File: src/rtl/weight_loader.sv
// weight_loader: packs a host word stream into storage rows and writes
// them out in order, row by row within a layer, then layer by layer.
// Optional feature macro: WEIGHT_LOADER_CHECKSUM_EN adds a running
// modulo-2^data_size sum of every accepted word on port checksum.
module weight_loader #(
    parameter int data_size  = 16,
    parameter int size       = 3,
    parameter int layer_size = 5
) (
    input  logic                      clk,
    input  logic                      reset,
    input  logic                      start,
    input  logic [data_size-1:0]      in_data,
    input  logic                      in_valid,
    output logic                      in_ready,
    output logic [31:0]               write_layer_index,
    output logic [31:0]               write_row_index,
    output logic [data_size*size-1:0] write_data,
    output logic                      is_write,
    output logic                      busy,
`ifdef WEIGHT_LOADER_CHECKSUM_EN
    output logic [data_size-1:0]      checksum,
`endif
    output logic                      done
);

    localparam int CW = (size > 1) ? $clog2(size) : 1;
    localparam int LW = (layer_size > 1) ? $clog2(layer_size) : 1;

    typedef enum logic [1:0] {IDLE, LOAD, WRITE, DONE} state_t;

    state_t                          state_q, state_d;
    logic [CW-1:0]                   col_q, col_d;
    logic [CW-1:0]                   row_q, row_d;
    logic [LW-1:0]                   layer_q, layer_d;
    logic [size-1:0][data_size-1:0]  buf_q, buf_d;
    logic [data_size*size-1:0]       wdata_q, wdata_d;
    logic [31:0]                     wlayer_q, wlayer_d;
    logic [31:0]                     wrow_q, wrow_d;
    logic                            in_ready_q, in_ready_d;
    logic                            is_write_q, is_write_d;
    logic                            busy_q, busy_d;
    logic                            done_q, done_d;
`ifdef WEIGHT_LOADER_CHECKSUM_EN
    logic [data_size-1:0]            csum_q, csum_d;
`endif

    // Next-state logic; outputs are decoded from the next state so they are
    // registered and line up with the state they describe.
    always_comb begin
        state_d  = state_q;
        col_d    = col_q;
        row_d    = row_q;
        layer_d  = layer_q;
        buf_d    = buf_q;
        wdata_d  = wdata_q;
        wlayer_d = wlayer_q;
        wrow_d   = wrow_q;
`ifdef WEIGHT_LOADER_CHECKSUM_EN
        csum_d   = csum_q;
`endif
        case (state_q)
            IDLE: begin
                if (start) begin
                    state_d = LOAD;
                    col_d   = '0;
                    row_d   = '0;
                    layer_d = '0;
`ifdef WEIGHT_LOADER_CHECKSUM_EN
                    csum_d  = '0;
`endif
                end
            end
            LOAD: begin
                if (in_valid) begin
                    buf_d[col_q] = in_data;
`ifdef WEIGHT_LOADER_CHECKSUM_EN
                    csum_d = csum_q + in_data;
`endif
                    if (col_q == CW'(size - 1)) begin
                        col_d   = '0;
                        state_d = WRITE;
                        // column 0 lands in the most significant slot
                        for (int c = 0; c < size; c++)
                            wdata_d[(size-c)*data_size-1 -: data_size] = buf_d[c];
                        wlayer_d = 32'(layer_q);
                        wrow_d   = 32'(row_q);
                    end else begin
                        col_d = col_q + 1'b1;
                    end
                end
            end
            WRITE: begin
                if (row_q == CW'(size - 1)) begin
                    if (layer_q == LW'(layer_size - 1)) begin
                        state_d = DONE;
                    end else begin
                        row_d   = '0;
                        layer_d = layer_q + 1'b1;
                        state_d = LOAD;
                    end
                end else begin
                    row_d   = row_q + 1'b1;
                    state_d = LOAD;
                end
            end
            default: state_d = IDLE;
        endcase
        in_ready_d = (state_d == LOAD);
        is_write_d = (state_d == WRITE);
        busy_d     = (state_d != IDLE);
        done_d     = (state_d == DONE);
    end

    // State and output registers; reset drops everything, including any
    // partially assembled row.
    always_ff @(posedge clk or posedge reset) begin
        if (reset) begin
            state_q    <= IDLE;
            col_q      <= '0;
            row_q      <= '0;
            layer_q    <= '0;
            buf_q      <= '0;
            wdata_q    <= '0;
            wlayer_q   <= '0;
            wrow_q     <= '0;
            in_ready_q <= 1'b0;
            is_write_q <= 1'b0;
            busy_q     <= 1'b0;
            done_q     <= 1'b0;
`ifdef WEIGHT_LOADER_CHECKSUM_EN
            csum_q     <= '0;
`endif
        end else begin
            state_q    <= state_d;
            col_q      <= col_d;
            row_q      <= row_d;
            layer_q    <= layer_d;
            buf_q      <= buf_d;
            wdata_q    <= wdata_d;
            wlayer_q   <= wlayer_d;
            wrow_q     <= wrow_d;
            in_ready_q <= in_ready_d;
            is_write_q <= is_write_d;
            busy_q     <= busy_d;
            done_q     <= done_d;
`ifdef WEIGHT_LOADER_CHECKSUM_EN
            csum_q     <= csum_d;
`endif
        end
    end

    assign in_ready          = in_ready_q;
    assign is_write          = is_write_q;
    assign busy              = busy_q;
    assign done              = done_q;
    assign write_data        = wdata_q;
    assign write_layer_index = wlayer_q;
    assign write_row_index   = wrow_q;
`ifdef WEIGHT_LOADER_CHECKSUM_EN
    assign checksum          = csum_q;
`endif

endmodule
File: config.mk
export PLATFORM = sky130hd
export DESIGN_NAME = weight_loader
export DESIGN_NICKNAME = d
export VERILOG_FILES = /design/src/rtl/weight_loader.sv
export SDC_FILE = /design/constraint.sdc
export NUM_CORES = 1
export LEC_CHECK = 0
export ABC_AREA = 1
export BUFFER_PORTS_ARGS = -buffer_cell sky130_fd_sc_hd__clkbuf_2
export CORE_MARGIN = 2
export CORE_UTILIZATION = 45
export CTS_CLUSTER_DIAMETER = 80
export CTS_CLUSTER_SIZE = 40
export DETAILED_ROUTE_END_ITERATION = 8
export PLACE_DENSITY = 0.77
export SYNTH_ARGS = -nofsm -noshare
export SYNTH_HDL_FRONTEND = slang
export SYNTH_SLANG_ARGS = --single-unit
File: constraint.sdc
create_clock -name clk -period 2.45 [get_ports clk]
set_input_delay 0.1225 -clock clk [delete_from_list [all_inputs] [get_ports clk]]
set_output_delay 0.1225 -clock clk [all_outputs]
set_load 0.005 [all_outputs]
==> flow_summary.ini, run 1 <==
[cts]
cts_resized = 0
htree_levels = 3
cts.sinks = 98
cts_buffers = 9
clk_path_buf_depth = 2
cts-root-buf = clkbuf_8
cts_hold_buf = 3
clk_latency_ns = 0.36
clk_pin_slew_ns = 0.09
postCtsSetupBuffers = 0
cts_tree = built

[synthesis]
synth_area_per_cell_sq_um = 7.971
synth_edf_count = 0
syn_area_sq_um = 4663
synth_commonest_cells = nand2_1, dfrtp_1, buf_4, o21ai_0, inv_1
synth_top_area_share_pct = 52.59
yosys_warnings = 0
yosysTopAreaCell = dfrtp_1
async_flop_share_pct = 100.0
synth_area_leaders = dfrtp_1, nand2_1, buf_4, o21ai_0, o21ai_1
synth_cell_types = 17
synth_most_common_cell = nand2_1
synth_ff_type = dfrtp_1
seq_area_frac_synth_pct = 52.59
synth_seq_cells = 98
syn_inst = 585

[finish]
num-nets-final = 677
diodes = 0
drive_gt1_share_pct = 16.08
multi_input_area_sq_um = 1750
area_growth_pct = 10.87
seq_area_sq_um = 2452
final_util_pct = 50.76
fillers = 958

[place]
place_congestion = 0.8289
dp_hpwl_um = 6905
numPortBuffers = 76

[setup_path]
crit_fanout = 27
worstSetupPathType = flop to flop
cp.required_ns = 2.73
cp-end-kind = flop
arrival_ns = 1.95
reg2reg_from = state_q[1]
worstRegToRegCells = 7
start_kind = flop
cp-startpoint = state_q[1]

[worst_hold_path]
hp-start = in_data[3]
min_path_cells = 3
hold_class = primary input to flop

[global_route]
grt.overflow.total = 0
grt_usage_pct = 18.22
grt_max_degree = 99
grt_pass1_wl_um = 16410
antenna_found_initial = 0
grt_pass1_vias = 3554

[route]
drc = 0
drt_iter0_drc = 204
vias = 3653
wl_per_cell_um = 12.19
wl_um = 9693
routed_via_density = 4.595
ant_nets = 0
drt_pass1_iterations = 4

[timing]
skew_ns = 0.01009
layout_min_cycle_time_ns = 1.676
fin_crit_sh_pct = 68.41
worst_pin_slew_ns = 0.5561
setup_violations = 0
finalMaxSlewViolations = 0
fin_tns_setup_ns = 0
rsz0062_at_grt = no
slew_headroom_pct = 62.93
fmax_mhz = 596.7
final_hold_viol_count = 0

[run]
cap_violations = 0

[floorplan]
rows = 37
start_util_pct = 45.79
die_w_um = 105.8
fp.coreArea_sq_um = 10180
dieArea_sq_um = 11190
ioPinCount = 136
die_y_um = 105.8

[run_status]
status = complete, no violations

[power]
p_total_w = 0.005778
peakVddDrop_mv = 0.4932
cellLeakagePower_nw = 2.934
power.density_nw_per_um2 = 1118
[critical path, cell delays in order (launching register included)]
cell and delay (ns):
dfrtp_1 0.40, inv_1 0.10, nand2_1 0.10, buf_4 0.21, nor2_4 0.41, buf_12 0.23
nand2_1 0.06, o21ai_1 0.08
[report_power, final]
part	total, W	internal, W	switching (W)
clock	0.000960	0.000424	0.000536
sequential	0.00261	0.00227	0.000342
combinational	0.00221	0.000820	0.00139
total	0.00578	0.00351	0.00227
[sequential cells by signal (all words and copies together) (netlist names), 2 cells and up]
| register | flops |
|---|---|
| write_data | 48 |
| write_layer_index | 3 |
| buf_q | 32 |
| layer_q | 3 |
| write_row_index | 2 |
| row_q | 2 |
| state_q | 2 |
| col_q | 2 |
[worst paths after layout]
path | endpoint | slack (ns)
setup / recovery | buf_q[3] | 0.77
max in group asynchronous | buf_q[3] | 1.57
setup reg to reg | buf_q[3] | 0.77
hold / removal | write_data[3] | 0.02
hold reg to reg | write_data[9] | 0.48
min in group asynchronous | write_data[36] | 0.40
[logic make-up after synthesis]
logic type	synth area share (%)
simple gates	25.95
buf+inv	14.76
flops	52.59
compound gates	5.903
fa+ha+maj	0.5365
xor+xnor	0.1879
other cells	0.08042
[stage by stage]
| step | setup WS (ns) | cell area [sq um] | hold WS, ns | instances |
|---|---|---|---|---|
| 2_1_floorplan | 1.166 | 4885 | 0.2391 | 643 |
| 3_3_place_gp | 0.8643 | 4960 | 0.2950 | 777 |
| 3_5_place_dp | 0.8215 | 4960 | 0.3067 | 777 |
| 4_1_cts | 0.7723 | 5170 | 0.009548 | 795 |
| 5_1_grt | 0.6043 | 5170 | 0.003298 | 795 |
| 6_report | 0.7740 | 5170 | 0.02109 | 795 |
[per-layer routing]
metal,vias to the layer above,part of all wire [%],global-route usage (%)
li1,1819,-,-
met1,1702,43,23.21
met2,128,50,31.24
met3,4,6.0,4.762
met4,0,0.68,4.041
met5,-,0,0
[layout make-up]
cell class                      instances  share of cell area (%)
Timing Repair Buffer                   85                   9.535
Multi-Input combinational cell        429                   33.86
Clock inverter                          3                  0.4840
Sequential cell                        98                   47.43
Tap cell                              136                   3.291
Clock buffer                           12                   3.001
Inverter                               32                   2.396
[cell usage in the layout (no fill, tap or decap), drive strengths merged]
master       netlist  routed
conb               1      59
clkbuf             4      88
clkinv             0       2
buf               80       6
nor2              14      14
ha                 2       2
o21ai             55      55
clkinvlp           0       2
dfrtp             98      98
dlygate4sd3        0       3
inv               32      31
xnor2              1       1
nand2            284     284
nand4              1       1
nand3             13      13
No activity file was read; power rests on OpenSTA's default activity.
==> run 2, diff against run 1 <==
Clock period 2.45 ns to 1.5 ns, I/O delays scaled along.
==> run 2 against run 1 <==
Compared with the run above: critical path type unchanged; cell count rose by 3.0%; critical path depth rose by 1; die area did not move; global-route usage rose by 0.68 points; clock-buffer cell count fell by 1; setup slack got worse by 0.62 ns; utilization rose by 3.1 points; sequential power rose by 63%.
==> flow_summary.ini, run 2 (synthesized netlist as in run 1, its figures left out) <==
[setup_path]
cp-end-kind = flop
critical_path.cell_chain = inv_1, nand2_2, buf_4, nor2_4, buf_4, nor2_1, nand2_1, nand2_1
crit_fanout = 11
cp.required_ns = 1.76
cp_top_family = buffers and inverters
critPathBufInv = 3
cpPeakStageDelay_ns = 0.40
worstSetupPathType = flop to flop
critPathSlowestCell = dfrtp_1
start_kind = flop
arrival_ns = 1.60

[timing]
rsz0062_at_grt = no
finalMaxSlewViolations = 0
fin_ws_ns = 0.1544
slew_headroom_pct = 58.63
fmax_mhz = 743.2
setup_violations = 0
worst_pin_slew_ns = 0.6193
final_hold_viol_count = 0
skew_ns = 0.01276
fin_crit_sh_pct = 89.71
layout_min_cycle_time_ns = 1.346
fin_tns_setup_ns = 0

[place]
placed_area_sq_um = 5097
place_congestion = 0.8536
dp_hpwl_um = 7224
pre_cts_slack_ns = 0.1123
numPortBuffers = 76

[global_route]
grt_pass1_vias = 3659
grt.overflow.total = 0
gr-usage-met1_pct = 23.37
grt_busiest_layer = met2
grt_usage_pct = 18.89
grt_util_met3_pct = 4.576
grt_use_met2_pct = 33.41
grt_max_degree = 44
antenna_found_initial = 0
grt_pass1_wl_um = 16950

[cts]
clk_path_buf_depth = 2
cts_buffers = 9
clk_pin_slew_ns = 0.09
cts.sinks = 98
htree_levels = 3
cts_tree = built
clk_latency_ns = 0.36
cts-root-buf = clkbuf_8

[floorplan]
die_w_um = 105.8
rows = 37
die_y_um = 105.8
dieArea_sq_um = 11190
ioPinCount = 136
fp.coreArea_sq_um = 10180
start_util_pct = 45.79

[power]
swShare_pct = 37.50
p_switching_w = 0.003736
peakVddDrop_mv = 1.015
power.density_nw_per_um2 = 1815
cellLeakagePower_nw = 3.082
seqPwrFrac_pct = 42.7
p_total_w = 0.009962
pwr-share-clk_pct = 18.6
power_frac_comb_pct = 38.7
intPower_w = 0.006226

[finish]
num-nets-final = 701
diodes = 0
fillers = 945
area_growth_pct = 17.68
largest_reg_flops = 48
mostFrequentLayoutCell = nand2_1
drive_gt1_share_pct = 17.13
most-common-layout-cells = nand2_1, dfrtp_1, clkbuf_2
finish.instance_area_sq_um = 5488

[run]
cap_violations = 0

[route]
ant_nets = 0
routed_via_density = 4.652
vias = 3810
wl_um = 10040
wl_per_cell_um = 12.26
drt_pass1_iterations = 7
drc = 0
drt_iter0_drc = 263

[worst_hold_path]
hold_class = primary input to flop

[run_status]
status = complete, no violations
==> run 2: path summary, 6_finish.rpt <==
path | start | endpoint | slack (ns) | depth (start not counted)
max | state_q[1] | col_q[0] | 0.15 | 8
min | in_valid | state_q[1] | 0.12 | 3
max reg2reg | state_q[1] | col_q[0] | 0.15 | 8
min reg2reg | write_data[15] | write_data[15] | 0.48 | 2
max in group asynchronous | reset | write_data[29] | 0.63 | 4
min in group asynchronous | reset | write_data[37] | 0.32 | 3
==> run 2: stage by stage <==
step | std cells | utilization, % | hold slack [ns]
floorplan | 643 | - | 0.1916
global placement | 787 | 50.05 | 0.1658
detailed placement | 787 | 50.05 | 0.1748
CTS | 819 | 53.86 | 0.1031
global route | 819 | 53.88 | 0.1136
finish | 819 | 53.88 | 0.1237
==> run 2: area by class of cell <==
type / count / area (sq um) / share of cell area [%]
Tap cell: 136 / 170.2 / 3.101
Timing Repair Buffer: 109 / 770.7 / 14.04
Clock inverter: 4 / 76.32 / 1.391
Sequential cell: 98 / 2452 / 44.69
Inverter: 32 / 123.9 / 2.257
Multi-Input combinational cell: 429 / 1753 / 31.94
Clock buffer: 11 / 141.4 / 2.576
==> run 2: per-layer routing <==
layer	share of wire (%)	up-vias	wire length [um]
met5	0	-	0
met4	0.93	0	93
met3	5.8	10	582
met2	51	121	5084
met1	43	1812	4277
li1	-	1867	-
==> run 2: repair_timing <==
action	4_1_cts	5_1_grt
buffers inserted	0	0
endpoints found under the hold margin	38	0
hold buffers	17	0
endpoints found under the setup margin	0	2
gates resized for setup	0	1
==> run 2: power groups by stage <==
stage	sequential, W	clock [W]	combinational, W
3_5_place_dp	0.00430	0	0.00385
4_1_cts	0.00426	0.00190	0.00391
5_1_grt	0.00437	0.00200	0.00442
3_3_place_gp	0.00425	0	0.00372
6_report	0.00425	0.00185	0.00386
2_1_floorplan	0.00428	0	0.00240
==> run 2: worst reg2reg max path, cell delays in order (launching register included) <==
cell	delay, ns
dfrtp_1	0.40
inv_1	0.11
nand2_2	0.11
buf_4	0.16
nor2_4	0.11
buf_4	0.18
nor2_1	0.07
nand2_1	0.06
nand2_1	0.05
==> run 3, diff against run 2 <==
Settings changed: CELL_PAD_IN_SITES_DETAIL_PLACEMENT set to 1, CELL_PAD_IN_SITES_GLOBAL_PLACEMENT set to 1, CORE_UTILIZATION 45 to 33, PLACE_DENSITY 0.77 to 0.78.
==> run 3 against run 2 <==
Compared with the run above: total power grew 6.7%; die area grew 35%; utilization shrank 14 points; clock skew shrank 0.0053 ns; via count is essentially flat; highest routed layer unchanged; fmax shrank 1.5%; cell count grew 4.4%; hold slack lost 0.11 ns; global-route usage shrank 1.9 points; critical path type unchanged; largest power group unchanged; sequential share of layout area shrank 0.50 points; combinational power grew 2%; routed wire length grew 20%.
==> flow_summary.ini, run 3 (synthesized netlist as in run 1, its figures left out) <==
[run_status]
status = complete, no violations

[route]
drt_iter0_drc = 129
ant_nets = 0
wl_per_cell_um = 14.07
routed_via_density = 4.454
met2_length_um = 6343
vias = 3808
m1WireLength_um = 4958
drc = 0
dr_wl_met3_um = 653
route.top_layer_used = met4
wl_um = 12030
drt_pass1_iterations = 4

[power]
peakVddDrop_mv = 0.8281
cellLeakagePower_nw = 3.088
power.density_nw_per_um2 = 1915

[setup_path]
worstSetupPathType = flop to flop
arrival_ns = 1.60
r2r-end = write_data[2]
worstRegToRegCells = 7
reg2reg_from = state_q[1]
cp.required_ns = 1.74
cp-end-kind = flop
start_kind = flop
crit_fanout = 45
r2r_slack_ns = 0.13

[finish]
largest_reg_flops = 48
most-common-layout-cells = nand2_1, dfrtp_1, clkbuf_2
multi_input_area_sq_um = 1758
finish.instance_area_sq_um = 5553
fin_cells = 855
diodes = 0
seq_area_sq_um = 2454
drive_gt1_share_pct = 17.33
area_growth_pct = 19.08
num-nets-final = 692
fillers = 1669
mostFrequentLayoutCell = nand2_1

[timing]
fmax_mhz = 732.3
skew_ns = 0.007496
fin_tns_setup_ns = 0
rsz0062_at_grt = no
setup_violations = 0
final_hold_viol_count = 0
holdWs_ns = 0.01026
finalMaxSlewViolations = 0
fin_crit_sh_pct = 91.04
layout_min_cycle_time_ns = 1.366

[place]
placed_area_sq_um = 5110
place_congestion = 0.7737
numPortBuffers = 76
dp.cells = 827
dp_hpwl_um = 8800

[floorplan]
die_y_um = 122.9
ioPinCount = 136
start_util_pct = 33.73
dieArea_sq_um = 15100
die_w_um = 122.9
fp.coreArea_sq_um = 13830
rows = 43

[global_route]
grt_max_degree = 46
grt_pass1_vias = 4042
grt_pass1_wl_um = 19800
grt_usage_pct = 16.95
grt.overflow.total = 0
antenna_found_initial = 0

[cts]
cts-root-buf = clkbuf_16
cts.sinks = 98
clk_path_buf_depth = 2
cts_tree = built
cts_buffers = 9
clk_pin_slew_ns = 0.07
clk_latency_ns = 0.34
htree_levels = 3

[run]
cap_violations = 0

[worst_hold_path]
min_to = write_data[2]
hold_class = primary input to flop
min_path_cells = 3
hp-start = in_data[2]
-- run 3: cell count changes in the layout (fill, tap and decap cells not counted), moves of 3 or more --
cell and change:
clkbuf_16 +9, clkbuf_8 -8, dlygate4sd3_1 -5, buf_4 -3
-- run 3: through the flow --
stage	setup WS, ns	power [W]	util (%)
floorplan	0.2619	0.006685	-
global placement	0.1640	0.008008	36.96
detailed placement	0.01931	0.008312	36.96
CTS	0.01148	0.01081	40.10
global route	0.02875	0.01159	40.16
finish	0.1344	0.01063	40.16
-- run 3: how the worst max path moves through the flow --
stage / start / endpoint / slack, ns / cells after the start
after global placement: state_q[1] / write_data[29] / 0.16 / 7
after detailed placement: state_q[1] / write_data[2] / 0.02 / 7
final: state_q[1] / write_data[2] / 0.13 / 7
after CTS: state_q[1] / write_data[18] / 0.01 / 7
after global routing: col_q[0] / write_data[45] / 0.03 / 6
after floorplan: reset / buf_q[0] / 0.26 / 1
-- run 3: final cells by class --
type / count / area share, %
clock inverter: 5 / 1.104
multi-input combinational: 429 / 31.66
sequential: 98 / 44.19
clock buffer: 11 / 4.552
timing repair buffer: 100 / 12.21
inverter: 32 / 2.231
tap: 180 / 4.056
-- run 3: metal layers --
layer / GRT usage [%] / vias up
met5: 0 / -
met4: 3.089 / 0
met3: 5.251 / 7
met2: 31.32 / 79
met1: 19.25 / 1879
li1: - / 1843
-- run 3: critical path, stage by stage (launching register included) --
cell and delay, ns:
dfrtp_1 0.39, inv_1 0.12, nand2_2 0.14, inv_2 0.11
nand3_2 0.12, buf_12 0.22, nand2_1 0.09, nand2_1 0.06
-- run 3: what timing repair did --
| action | CTS | global route |
|---|---|---|
| hold endpoints to repair | 29 | 0 |
| resized for setup | 0 | 4 |
| setup endpoints to repair | 0 | 54 |
| hold buffers | 12 | 0 |
| setup buffers | 0 | 0 |
-- run 3: where the power goes --
group          internal, W  total (W)  switching [W]
registers          0.00372    0.00430       0.000584
logic              0.00149    0.00394        0.00245
clock network      0.00139    0.00239        0.00100
